**src/rtl/config_loader.sv**
```systemverilog
// config_loader
// Upstream write sequencer for the per-core configuration memory. Takes a
// stream of header + payload flits and turns every payload flit into one
// registered, single-cycle write on the memory's config-mode port.
//
// Header flit layout: [31:28] target index T, [27:12] base address (low
// NURN_CNT_BIT_WIDTH+AXON_CNT_BIT_WIDTH bits used), [11:0] payload count N.
//
// Ports:
//   clk_i                  clock
//   rst_i                  synchronous active-high reset
//   flit_data_i            header or payload flit
//   flit_valid_i           flit_data_i is valid
//   flit_ready_o           block accepts a flit this cycle
//   config_data_o          write data (holds when ce_o = 0)
//   config_write_enable_o  one-hot target write strobe
//   config_addr_o          write address (holds when ce_o = 0)
//   ce_o                   memory clock enable, OR of the write strobes
//   busy_o                 packet in progress (state != IDLE)
//   done_o                 one-cycle pulse when a packet completes normally
//   err_o                  sticky error, cleared by the next header
//   state_o                FSM state for debug (0 IDLE, 1 DATA, 2 DRAIN, 3 DONE)
//
// Optional feature: define CFG_LOADER_TIMEOUT_EN to abort a packet after
// TIMEOUT_CYCLES consecutive cycles without a handshake in DATA or DRAIN.

module config_loader #(
    parameter int DSIZE                   = 16,
    parameter int NURN_CNT_BIT_WIDTH      = 8,
    parameter int AXON_CNT_BIT_WIDTH      = 8,
    parameter int CONFIG_PARAMETER_NUMBER = 9,
    parameter int TIMEOUT_CYCLES          = 255
) (
    input  logic                                             clk_i,
    input  logic                                             rst_i,
    input  logic [DSIZE*2-1:0]                               flit_data_i,
    input  logic                                             flit_valid_i,
    output logic                                             flit_ready_o,
    output logic [DSIZE*2-1:0]                               config_data_o,
    output logic [CONFIG_PARAMETER_NUMBER-1:0]               config_write_enable_o,
    output logic [NURN_CNT_BIT_WIDTH+AXON_CNT_BIT_WIDTH-1:0] config_addr_o,
    output logic                                             ce_o,
    output logic                                             busy_o,
    output logic                                             done_o,
    output logic                                             err_o,
    output logic [1:0]                                       state_o
);

    localparam int FW = DSIZE * 2;
    localparam int AW = NURN_CNT_BIT_WIDTH + AXON_CNT_BIT_WIDTH;

    typedef enum logic [1:0] {
        IDLE  = 2'd0,
        DATA  = 2'd1,
        DRAIN = 2'd2,
        DONE  = 2'd3
    } state_t;

    state_t                               state_q, state_d;
    logic   [AW-1:0]                      base_q;
    logic   [3:0]                         tgt_q;
    logic   [11:0]                        cnt_q;
    logic   [11:0]                        idx_q;
    logic   [FW-1:0]                      data_q;
    logic   [AW-1:0]                      addr_q;
    logic   [CONFIG_PARAMETER_NUMBER-1:0] we_q;
    logic                                 err_q;

    logic                                 hs;
    logic                                 last;
    logic                                 hdr_bad;
    logic   [3:0]                         hdr_tgt;
    logic   [11:0]                        hdr_cnt;
    logic   [AW-1:0]                      hdr_base;
    logic   [CONFIG_PARAMETER_NUMBER-1:0] we_onehot;
    logic                                 timeout;

    // Handshake: a flit moves when flit_valid_i && flit_ready_o at a rising
    // edge. Ready is high in IDLE, DATA and DRAIN, low in DONE and during
    // reset; it never depends on flit_valid_i.
    assign flit_ready_o = !rst_i && (state_q != DONE);
    assign hs           = flit_valid_i && flit_ready_o;

    assign hdr_tgt  = flit_data_i[31:28];
    assign hdr_base = flit_data_i[12 +: AW];
    assign hdr_cnt  = flit_data_i[11:0];
    assign hdr_bad  = ({28'd0, hdr_tgt} >= 32'(CONFIG_PARAMETER_NUMBER));
    assign last     = (idx_q == cnt_q - 12'd1);

`ifdef CFG_LOADER_TIMEOUT_EN
    logic [15:0] stall_q;

    assign timeout = ((state_q == DATA) || (state_q == DRAIN)) && !hs &&
                     (stall_q == 16'(TIMEOUT_CYCLES - 1));

    // Counts consecutive handshake-free cycles while a packet is open.
    always_ff @(posedge clk_i) begin
        if (rst_i) begin
            stall_q <= '0;
        end else if (((state_q == DATA) || (state_q == DRAIN)) && !hs && !timeout) begin
            stall_q <= stall_q + 16'd1;
        end else begin
            stall_q <= '0;
        end
    end
`else
    // Without the stall counter the block waits for payload indefinitely.
    localparam int unused_timeout_cycles = TIMEOUT_CYCLES;
    assign timeout = 1'b0;
`endif

    always_comb begin
        state_d   = state_q;
        we_onehot = '0;
        for (int i = 0; i < CONFIG_PARAMETER_NUMBER; i++) begin
            we_onehot[i] = (tgt_q == 4'(i));
        end
        case (state_q)
            IDLE: begin
                if (hs) begin
                    if (hdr_cnt == 12'd0) state_d = DONE;
                    else if (hdr_bad)     state_d = DRAIN;
                    else                  state_d = DATA;
                end
            end
            DATA, DRAIN: begin
                if (hs && last)   state_d = DONE;
                else if (timeout) state_d = IDLE;
            end
            DONE:    state_d = IDLE;
            default: state_d = IDLE;
        endcase
    end

    always_ff @(posedge clk_i) begin
        if (rst_i) begin
            state_q <= IDLE;
            base_q  <= '0;
            tgt_q   <= '0;
            cnt_q   <= '0;
            idx_q   <= '0;
            data_q  <= '0;
            addr_q  <= '0;
            we_q    <= '0;
            err_q   <= 1'b0;
        end else begin
            state_q <= state_d;
            // Strobes live for exactly one cycle; data and address hold.
            we_q    <= '0;
            if (state_q == IDLE && hs) begin
                base_q <= hdr_base;
                tgt_q  <= hdr_tgt;
                cnt_q  <= hdr_cnt;
                idx_q  <= '0;
                err_q  <= hdr_bad;
            end
            if ((state_q == DATA || state_q == DRAIN) && hs) begin
                idx_q <= last ? 12'd0 : idx_q + 12'd1;
            end
            if (state_q == DATA && hs) begin
                data_q <= flit_data_i;
                addr_q <= base_q + AW'(idx_q);  // wraps modulo 2^AW
                we_q   <= we_onehot;
            end
            if (timeout) begin
                err_q <= 1'b1;
            end
        end
    end

    assign config_data_o         = data_q;
    assign config_addr_o         = addr_q;
    assign config_write_enable_o = we_q;
    assign ce_o                  = |we_q;
    assign busy_o                = (state_q != IDLE);
    assign done_o                = (state_q == DONE);
    assign err_o                 = err_q;
    assign state_o               = state_q;

endmodule

```
**config.mk**
```make
export PLATFORM = sky130hd
export DESIGN_NAME = config_loader
export DESIGN_NICKNAME = d
export VERILOG_FILES = /design/src/rtl/config_loader.sv
export SDC_FILE = /design/constraint.sdc
export NUM_CORES = 1
export LEC_CHECK = 0
export ABC_CLOCK_PERIOD_IN_PS = 3400
export BUFFER_PORTS_ARGS = -buffer_cell sky130_fd_sc_hd__buf_2
export CAP_MARGIN = 40
export CORE_MARGIN = 1
export CORE_UTILIZATION = 55
export DETAILED_ROUTE_END_ITERATION = 6
export GPL_TIMING_DRIVEN = 0
export PLACE_DENSITY = 0.8
export SETUP_SLACK_MARGIN = 0.5
export SLEW_MARGIN = 30
export SYNTH_ARGS = -nofsm -noshare
export SYNTH_HDL_FRONTEND = slang
export SYNTH_SLANG_ARGS = --single-unit
```
**constraint.sdc**
```tcl
create_clock -name clk_i -period 3.4 [get_ports clk_i]
set_clock_uncertainty 0.15 [all_clocks]
set_input_delay 0.68 -clock clk_i [delete_from_list [all_inputs] [get_ports clk_i]]
set_output_delay 0.68 -clock clk_i [all_outputs]
set_load 0.05 [all_outputs]
```
==> impl_metrics.toml <==
[cts]
cts_buffer_depth = 2
insertion_delay_ns = 0.37
cts-htree-levels = 3
cts_tree = "built"
clkSlewWorstSetupHoldPaths_ns = 0.12
cts.sinks = 104
cts_buffers = 9
cts-root-buf = "clkbuf_8"

[yosys]
ys_seq_elements = 104
ys_warn_count = 0
synth.avg_cell_area_um2 = 8.045
yosys_most_used_dff = "dfxtp_1"
synthArstFlopShare_pct = 0
synthCells = 619
yosysUniqueCellTypes = 61
yosysSeqAreaShare_pct = 41.81
synthesis.nets = 672
synth_area_mm2 = 0.004980
synth_edf_count = 0

[worst_hold_path]
hold_path.class = "flip-flop to flip-flop"

[critical_path]
cp_slowest_cell = "dfxtp_2"
critPathArrivalTime_ns = 2.89
max_stage_delay_ns = 0.40
rrSetupSlack_ns = 0.64
crit_type = "flip-flop to flip-flop"
crit_fanout = 10
start_kind = "flip-flop"
crit_family = "simple AND/OR/NAND/NOR gates"
worstSetupEndpointType = "flip-flop"
crit_required_ns = 3.53
crit_buf_inv = 3
crit_chain = "inv_1, ha_1, nor2b_1, buf_2, or3_1, a31o_1, nor4_2, and4_1, buf_6, nor2_2, a32o_1"

[drt]
antenna_left = 0
vias_per_cell = 5.861
wire_per_inst_um = 16.10
top_layer = "met4"
met3WireLength_um = 889
vias = 4923
wl_met2_um = 6090
wirelength_um = 13530
wl_met1_um = 6227
drt_iter0_markers = 265
firstDrtPassIters = 5
drc = 0

[power]
powerDensity_mw_per_mm2 = 520.7
peakVddDrop_uv = 276.3
power.static_leakage_uw = 0.002495

[placed_design]
hpwl_um = 10150
io_buffer_count = 97
place_ws_ns = 0.2586
place.gp.congestion = 0.9163

[global_routing]
grt_pass1_vias = 4522
antenna_found_initial = 0
grt_max_degree = 21
track_usage_pct = 28.75
gr-total-overflow = 0
grt_pass1_wl_um = 22000

[timing]
setup_ws_ns = 0.6403
slew_viol_final = 0
fin_crit_ns = 2.760
slew_headroom_pct = 51.12
hold_viol_final = 0
setup_violations = 0
timing.fmax_ghz = 0.3624
fin_crit_sh_pct = 81.17
worst_slew_pin_slew_ns = 0.7270
rsz0062_at_grt = "no"
fin_setup_tns_ns = 0

[floorplanning]
die_width_um = 97.16
die_y_um = 97.16
die_area_mm2 = 0.009439
rows = 34
io_pins = 99
start_util_pct = 56.82
core-area_mm2 = 0.008763

[layout]
diodes = 0
drive_gt1_share_pct = 18.72
register_area_mm2 = 0.002087
layout.nets = 780
multi_input_area_mm2 = 0.002694
fillers = 745
area_growth_pct = 17.29

[outcome]
status = "completed"

[job]
maxCapViolations = 0
[per-stage QoR]
| step | hold WS, ns | cell area (um^2) | instances | util [%] | power (uW) |
|---|---|---|---|---|---|
| floorplan | 0.2906 | 4985 | 619 | - | 1977 |
| global placement | 0.2876 | 5605 | 824 | 63.96 | 2167 |
| detailed placement | 0.2936 | 5605 | 824 | 63.96 | 2194 |
| CTS | 0.3108 | 5824 | 840 | 66.46 | 3024 |
| global route | 0.3216 | 5841 | 840 | 66.65 | 3177 |
| finish | 0.3062 | 5841 | 840 | 66.65 | 3041 |
[worst reg2reg max path, stage by stage, from the launching register on]
cell     delay [ns]
dfxtp_2        0.40
inv_1          0.07
ha_1           0.22
nor2b_1        0.14
buf_2          0.17
or3_1          0.34
a31o_1         0.22
nor4_2         0.25
and4_1         0.24
buf_6          0.15
nor2_2         0.06
a32o_1         0.26
[state kept, by name (all words and copies together) (netlist names)]
register	flops
base_q	16
config_write_enable_o	9
err_o	1
config_data_o	32
cnt_q	12
config_addr_o	16
tgt_q	4
idx_q	12
state_o	2
[layout make-up]
cell class | count | share of cell area [%]
Buffer | 35 | 2.614
Clock buffer | 9 | 2.121
Clock inverter | 7 | 1.628
Inverter | 18 | 1.157
Multi-Input combinational cell | 462 | 46.12
Sequential cell | 104 | 35.73
Tap cell | 108 | 2.314
Timing Repair Buffer | 97 | 8.312
[layer usage]
metal,global-route usage [%],vias to the layer above
met3,4.101,24
met4,10.22,0
met2,46.15,215
met5,0,-
li1,-,2388
met1,39.49,2296
[cells in the final DEF (no fill, tap or decap), drive strengths merged, types with 6 or more instances in the layout]
cell type	n
nand2b	6
a31oi	8
nor4	12
nor3	15
clkbuf	40
dfxtp	104
nand4b	12
nand2	148
a21oi	83
xnor2	7
a21o	13
inv	23
nand3	10
xor2	11
ha	17
and3	9
o21ai	21
or3	8
buf	101
nor2	20
[report_power, final]
| part | total [uW] | internal [uW] | leakage (uW) | switching [uW] |
|---|---|---|---|---|
| clock network | 852 | 366 | 0.000111 | 486 |
| registers | 1380 | 1300 | 0.000843 | 83.8 |
| logic | 810 | 258 | 0.00154 | 551 |
[cells in the mapped netlist, drive strengths merged, types with 2 or more instances]
library cell  count  share of area [%]
nor3b             4               0.60
and3              9                1.1
nor3             15                1.7
xnor2             7                1.2
o21ai            21                2.4
inv              18                1.4
xor2             11                1.9
or4               2               0.38
nand3b            4               0.60
a221oi            2               0.35
a211oi            5               0.75
buf               4               0.70
nor4b             2               0.35
or3               8                1.1
a311oi            2               0.35
nand4b           12                2.1
and2              3               0.38
a31oi             8                1.0
nor4             12                1.9
and4              2               0.35
nand3            10                1.0
a21oi            83                8.4
ha               17                4.3
nand2b            6               0.75
clkbuf           31                2.3
o2111ai           2               0.35
a21o             13                2.0
o21bai            2               0.30
nand4             5               0.63
dfxtp           104                 42
nand2           148                 11
a21boi            2               0.30
nor2b             4               0.50
nor2             20                1.6
o21a              3               0.45
mux2i             3               0.60
[timing repair]
action                     in CTS  in global routing
setup buffers                   0                  0
setup endpoints to repair       0                 18
hold buffers                    0                  0
resized for setup               0                  8
[worst paths after layout]
kind	from	to	cells past startpoint
hold / removal	config_addr_o[4]$_SDFFE_PP0P_	config_addr_o[4]$_SDFFE_PP0P_	2
hold reg to reg	config_addr_o[4]$_SDFFE_PP0P_	config_addr_o[4]$_SDFFE_PP0P_	2
setup / recovery	cnt_q[1]$_SDFFE_PP0P_	idx_q[1]$_SDFFE_PP0P_	11
setup reg to reg	cnt_q[1]$_SDFFE_PP0P_	idx_q[1]$_SDFFE_PP0P_	11
[cells by family (layout without fill, tap and decap cells)]
family,count (synthesis),after routing,synth area share (%)
muxes,3,3,0.6030
AOI/OAI and AO/OA,155,155,18.77
xor gates and xnor gates,18,18,3.166
buffers and inverters,53,166,4.397
and+or+nand+nor,268,268,26.58
adders and majority gates,18,18,4.673
DFF,104,104,41.81
Power figures use the tool's default switching activity.
